==> config.mk <==
export PLATFORM = sky130hd
export DESIGN_NAME = traffic_light_ctrl
export DESIGN_NICKNAME = d
export VERILOG_FILES = /design/src/rtl/traffic_light_ctrl.sv
export SDC_FILE = /design/constraint.sdc
export NUM_CORES = 1
export LEC_CHECK = 0
export CAP_MARGIN = 25
export CORE_AREA = 2 2 49 51
export DETAILED_ROUTE_END_ITERATION = 8
export DIE_AREA = 0 0 51 53
export GPL_ROUTABILITY_DRIVEN = 1
export HOLD_SLACK_MARGIN = 0.05
export PLACE_DENSITY = 0.68
export SETUP_SLACK_MARGIN = 0.15
export SYNTH_ARGS = -nofsm -noshare
export SYNTH_HDL_FRONTEND = slang
export SYNTH_SLANG_ARGS = --single-unit
==> constraint.sdc <==
create_clock -name clk -period 2.4 [get_ports clk]
set_input_delay 0.48 -clock clk [delete_from_list [all_inputs] [get_ports clk]]
set_output_delay 0.48 -clock clk [all_outputs]
set_load 0.005 [all_outputs]
==> src/rtl/traffic_light_ctrl.sv <==
// Vehicle light sequencer RED -> GREEN -> YELLOW on a tick timebase,
// with pedestrian-extended green and a WALK hold on green exit.
module traffic_light_ctrl #(
    parameter logic [7:0] RED_TIME       = 8'd20,
    parameter logic [7:0] GREEN_TIME     = 8'd30,
    parameter logic [7:0] GREEN_PED_TIME = 8'd60,
    parameter logic [7:0] YELLOW_TIME    = 8'd5
) (
    input  logic       clk,
    input  logic       rst,
    input  logic       tick,
    input  logic       ped_request,
    input  logic       walk_light,
    output logic       red_trffc_light,
    output logic       ylw_trffc_light,
    output logic       grn_trffc_light,
    output logic       ped_pending,
    output logic [7:0] phase_timer
);

    typedef enum logic [1:0] {
        S_RED    = 2'b00,
        S_GREEN  = 2'b01,
        S_YELLOW = 2'b10
    } state_t;

    state_t     state_q, state_d;
    logic [7:0] timer_q, timer_d;
    logic       pend_q, pend_d;
    logic       red_q, ylw_q, grn_q;
    logic [7:0] limit;
    logic       at_limit;

    always_comb begin
        limit = RED_TIME;
        case (state_q)
            S_GREEN:  limit = pend_q ? GREEN_PED_TIME : GREEN_TIME;
            S_YELLOW: limit = YELLOW_TIME;
            default:  limit = RED_TIME;
        endcase
        // >= also covers a late request that leaves timer past the new limit
        at_limit = (timer_q >= (limit - 8'd1));
    end

    always_comb begin
        state_d = state_q;
        timer_d = timer_q;
        pend_d  = pend_q | ped_request;
        case (state_q)
            S_RED: begin
                if (tick) begin
                    if (!at_limit) begin
                        timer_d = timer_q + 8'd1;
                    end else begin
                        state_d = S_GREEN;
                        timer_d = 8'd0;
                    end
                end
            end
            S_GREEN: begin
                if (tick) begin
                    if (!at_limit) begin
                        timer_d = timer_q + 8'd1;
                    end else if (!walk_light) begin
                        state_d = S_YELLOW;
                        timer_d = 8'd0;
                        pend_d  = ped_request;
                    end
                end
            end
            S_YELLOW: begin
                if (tick) begin
                    if (!at_limit) begin
                        timer_d = timer_q + 8'd1;
                    end else begin
                        state_d = S_RED;
                        timer_d = 8'd0;
                    end
                end
            end
            default: begin
                state_d = S_RED;
                timer_d = 8'd0;
            end
        endcase
    end

    always_ff @(posedge clk) begin
        if (rst) begin
            state_q <= S_RED;
            timer_q <= 8'd0;
            pend_q  <= 1'b0;
            red_q   <= 1'b1;
            ylw_q   <= 1'b0;
            grn_q   <= 1'b0;
        end else begin
            state_q <= state_d;
            timer_q <= timer_d;
            pend_q  <= pend_d;
            red_q   <= (state_d == S_RED);
            ylw_q   <= (state_d == S_YELLOW);
            grn_q   <= (state_d == S_GREEN);
        end
    end

    assign red_trffc_light = red_q;
    assign ylw_trffc_light = ylw_q;
    assign grn_trffc_light = grn_q;
    assign ped_pending     = pend_q;
    assign phase_timer     = timer_q;

endmodule

After elaboration in Yosys (flattened, before gate mapping)
Cells that the tools add are included.
{"block": "word_totals", "regBits": 14, "inputBits": 5, "out_inout_bits": 12, "word_cells": 41}
{"block": "classes", "addsub": 2, "order_cmp": 1, "n_eq_ne": 7, "mux": 20, "n_bitwise": 1, "reduce_logical": 4}
{"cell": "two-way mux 8 bit", "n": 5}
{"cell": "case mux 8 bit (2 select lines)", "n": 1}
{"cell": "two-way mux 2 bit", "n": 7}
{"cell": "case mux 6 bit (2 select lines)", "n": 1}
{"cell": "adder 8 x 1 -> 8 bit, second input constant", "n": 1}
{"cell": "greater-or-equal comparator 8 bit", "n": 1}
{"cell": "subtractor 8 x 1 -> 8 bit, second input constant", "n": 1}
{"cell": "two-way mux 6 bit", "n": 1}
{"cell": "case mux 2 bit (3 select lines)", "n": 1}
{"cell": "== test 2 x 1 -> 1 bit, second input constant", "n": 2}
{"cell": "== test 2 bit, second input constant", "n": 2}
{"cell": "zero test 2 bit", "n": 2}
{"cell": "two-way mux 1 bit", "n": 4}
{"cell": "inequality test 3 bit, second input constant", "n": 1}
{"cell": "AND reduction 3 bit", "n": 1}
{"cell": "inequality test 2 x 1 -> 1 bit, second input constant", "n": 1}
{"cell": "inequality test 2 bit, second input constant", "n": 1}
{"cell": "OR reduction 2 bit", "n": 1}
{"cell": "OR 1 bit", "n": 1}

Longest topological paths before layout
{"block": "depth", "depth_word": 8, "mapped_depth": 12, "mapped_depth_nobuf": 11}

Least setup slack after synthesis
OpenSTA, ideal clock, no wires.
{"block": "synth_path", "path_type": "register to register", "start": "reg state_q[0]", "end": "reg timer_q[0] (netlist: phase_timer[0])", "setup_ps": 124, "arrival_ps": 2477, "setup_slack_ps": -201, "stages_incl_launch_ff": 12, "n_path_buf": 1, "path_cell_list": "dfxtp_1 > inv_1 > ha_1 > nand3b_1 > ha_1 > ha_1 > a2111oi_4 > o21ai_2 > buf_6 > a21o_1 > o21bai_2 > nor2_1"}
{"block": "synth_via", "elab_chain_len": 7, "word_cells_on_any_way": 16}
{"element": "start: declaration", "line": "27", "text": "state_t state_q, state_d;"}
{"element": "start signal: assignment", "line": "97", "text": "state_q <= state_d;"}
{"element": "== test 2 bit or == test 2 x 1 -> 1 bit (tied branches)", "line": "36, 49"}
{"element": "case mux 6 bit (2 select lines)", "line": "36", "text": "case (state_q)"}
{"element": "subtractor 8 x 1 -> 8 bit", "line": "42", "text": "at_limit = (timer_q >= (limit - 8'd1));"}
{"element": "greater-or-equal comparator 8 bit", "line": "42"}
{"element": "two-way mux 8 bit, on equally long branches", "line": "52, 73, 62"}
{"element": "two-way mux 8 bit, on equally long branches", "line": "51, 61"}
{"element": "case mux 8 bit (2 select lines)", "line": "49", "text": "case (state_q)"}
{"element": "end signal: assignment", "line": "98", "text": "timer_q <= timer_d;"}
{"element": "end: declaration", "line": "28", "text": "logic [7:0] timer_q, timer_d;"}
Parallel ways exist; a longest one is shown, timed or not. The select of a mux whose other input is x is not followed.
A chain may end at the register's enable or synchronous reset.

Worst setup path after layout
{"block": "layout_path", "start": "reg state_q[0]", "end": "reg timer_q[7] (netlist: phase_timer[7])"}
The elaborated chain is that of the path after synthesis.

==> key figures <==
Outcome
  – Result of the run: complete, but fails checks
  – Failing checks: negative setup slack

Worst setup path
  – Source of the critical timing path: state_q[0]
  – Crit. End Element: flop
  – Category of the most critical setup path: reg2reg
  – Origin of the critical flop-to-flop path: state_q[0]
  – Worst EP required: ~2.6 ns
  – Type of origin of the critical path: flop
  – Number of cell instances on the worst register-to-register path: 11
  – CP Max Fanout: 5
  – Reg-to-reg endpoint: phase_timer[7]
  – Endpoint arrival time on the critical path: 2.74 ns
  – Reg-to-reg slack, setup: -0.12 ns

Drt
  – Post-detailed-routing wire length: 2160 um
  – Starting DRT DRC Count: 19
  – Average via count per standard cell: roughly 5.3
  – Vias post-DR: 806
  – Router iterations before antenna repair: 4
  – Post-route ant nets: 0
  – Post-route DRC violation count: 0
  – Post-DR wirelength/cell: 14.2 um

Worst hold path
  – Worst min-delay path class: reg2reg
  – Worst hold path endpoint: phase_timer[5]
  – Hold Path Cell Cnt: 2
  – Critical hold path startpoint: phase_timer[5]

Logic synthesis
  – Synth Register Bits: 14
  – Number of distinct library cells after synthesis: 33
  – Cell count after synthesis: 94
  – Syn_nets: 114
  – Area of the mapped netlist: ~940 sq um
  – Register area share after synthesis: 29.9%
  – Yosys warns: 0
  – Mean instance size in the synthesized netlist: 9.97 sq um

GRT
  – Initial antenna violation count: 0
  – Gr ovfl total: 0
  – Wire length of the first global-routing pass: between 3000 and 4000 um
  – Via count of the first global-routing pass: 771
  – Total track usage: a little under a fifth
  – Pin count of the biggest net entering global routing: 9

Cells and area
  – Multi-input logic area: 734 sq um
  – Share of layout cells above drive strength 1: between 30% and 40%
  – Number of nets in the layout: 145
  – # fillers: 184
  – P&R area growth vs syn: 45.7%
  – Diode insertion count for antenna repair: 0
  – Total area of sequential cells: about 290 sq um
  – Most common library cell in the layout ignoring fill and taps: clkdlybuf4s50_1
  – Leading cell types in the layout, fill and taps excluded: 16 x clkdlybuf4s50_1, 13 x nor2_1, 12 x dfxtp_1
  – Non-filler cells, final: 152
  – Final design utilization: 63.5%

CTS
  – Number of clock sinks: 14
  – Count of hold buffers inserted by post-cts repair: 0
  – CTS max path bufs: 2
  – Num CTS Buffers: 3
  – Buffer cell driving the clock tree root: clkbuf_4
  – Clock tree from TritonCTS: done
  – Maximum level of the CTS H-tree: 1
  – Worst-Skew Late Latency: about 0.27 ns
  – Register clock-pin slew on the reported worst setup and hold paths: 0.08 ns

Placed design
  – Number of placed instances with taps included: 147
  – Global placer's final weighted congestion: roughly 0.75
  – Input/output buffers: 16
  – Pre-CTS WS: -0.167 ns
  – HPWL Detailed: between 1500 and 2000 um

STA
  – Final slew viol count: 0
  – Worst rel slew slack: approximately four fifths
  – # setup viols final: 11
  – Final worst path period share: 105%
  – Final worst slack: -0.123 ns
  – Clock skew after layout: roughly 0.0011 ns
  – Upper clock frequency limit: 0.396 GHz
  – Worst-Margin Slew: 0.308 ns
  – Setup repair after global routing missed its margin: yes
  – Number of endpoints with negative hold slack in the final report: 0
  – Minimum hold slack: 0.559 ns
  – Period minus WS final: 2.52 ns

Floorplanning
  – Initial standard-cell utilization of the core: 43.6%
  – Die Span X: between 50 and 60 um
  – Chip height: ~53 um
  – Number of core rows: 17
  – Core Region: 2150 sq um
  – DIE AREA: between 2000 and 3000 sq um
  – Boundary Pins: 17

Power and ir drop
  – Leakage dissipation: between 0.0005 and 0.0006 uW
  – IR drop worst, VDD: 0.000281 V
  – Total power of the final layout: around 470 uW
  – Power Density: 347 nW/um^2

Run
  – Maximum capacitance violations: 0
cells in the mapped netlist (all sizes together):
library cell  number  area, sq um
o2bb2ai            1         8.76
and3               2         12.5
buf                1         11.3
a21oi              3         18.8
a21o               2         15.0
and2               1         6.26
o21a               1         7.51
o21bai             1         11.3
a2111oi            2         55.1
ha                15          188
nand4b             1         8.76
xnor2              4         35.0
dfxtp             14          280
a31oi              3         18.8
nand2b             2         20.0
o21ai              3         18.8
a211oi             5         65.1
mux2i              1         10.0
o211ai             1         7.51
nand3b             2         15.0
or2                1         6.26
inv                6         22.5
nand2              2         7.51
nand3              3         15.0
nor3               1         5.00
nor3b              2         15.0
nor2              14         52.6
per-layer routing:
| metal | vias up | part of all wire, % | GRT usage [%] |
|---|---|---|---|
| met1 | 390 | 45 | 24.6 |
| met3 | 2 | 4.4 | 2.54 |
| met2 | 16 | 50 | 29.4 |
| li1 | 398 | - | - |
| met4 | 0 | 0.70 | 6.76 |
| met5 | - | 0 | 0 |
through the flow:
| step | instance area [sq um] | setup TNS, ns |
|---|---|---|
| global placement | 1240 | -0.261 |
| floorplan | 982 | -0.00779 |
| finish | 1370 | -0.719 |
| global route | 1370 | -2.51 |
| CTS | 1330 | -0.766 |
| detailed placement | 1240 | -0.807 |
critical path: stages, from the launching register on:
cell and delay [ns]:
dfxtp_4 0.37, inv_4 0.05, ha_4 0.25, nand3b_1 0.12, ha_4 0.30, ha_4 0.19
a2111oi_4 0.29, o21ai_2 0.13, buf_6 0.16, a211oi_4 0.33, a31oi_1 0.14, nor2_1 0.13
timing repair:
action / CTS / global route
gates resized for setup: 7 / 4
setup endpoints to repair: 14 / 14
pin swaps: 10 / 13
setup buffers: 1 / 0
worst max-delay path by stage:
stage | endpoint | slack, ns | depth (start not counted)
5_1_grt | phase_timer[7] | -0.27 | 12
3_5_place_dp | phase_timer[5] | -0.17 | 11
6_report | phase_timer[7] | -0.12 | 11
4_1_cts | phase_timer[3] | -0.1 | 11
3_3_place_gp | phase_timer[5] | -0.08 | 11
2_1_floorplan | phase_timer[5] | -0.008 | 11
layout make-up:
class                           instances  area share (%)
Tap cell                               28            2.57
Timing Repair Buffer                   27            18.1
Clock buffer                            4            2.66
Sequential cell                        14            21.1
Inverter                                6            1.83
Multi-Input combinational cell         73            53.8
where the power goes:
group | internal, uW | switching, uW
Sequential | 235 | 8.02
Clock | 92.2 | 75.9
Combinational | 37.2 | 26.0
logic make-up (layout without fill, tap and decap cells):
group | count (synthesis) | in the layout | synth area share, %
AOI/OAI and AO/OA | 22 | 22 | 24.2
xor gates and xnor gates | 4 | 4 | 3.74
adders and majority gates | 15 | 15 | 20.0
buffers and inverters | 7 | 37 | 3.60
DFF | 14 | 14 | 29.9
muxes | 1 | 1 | 1.07
and+or+nand+nor | 31 | 31 | 17.5
registers in the layout, indices dropped and copies added, names as in the netlist:
register	flops
phase_timer	8
ped_pending	1
red_trffc_light	1
ylw_trffc_light	1
state_q	2
grn_trffc_light	1
Power figures use the tool's default switching activity.
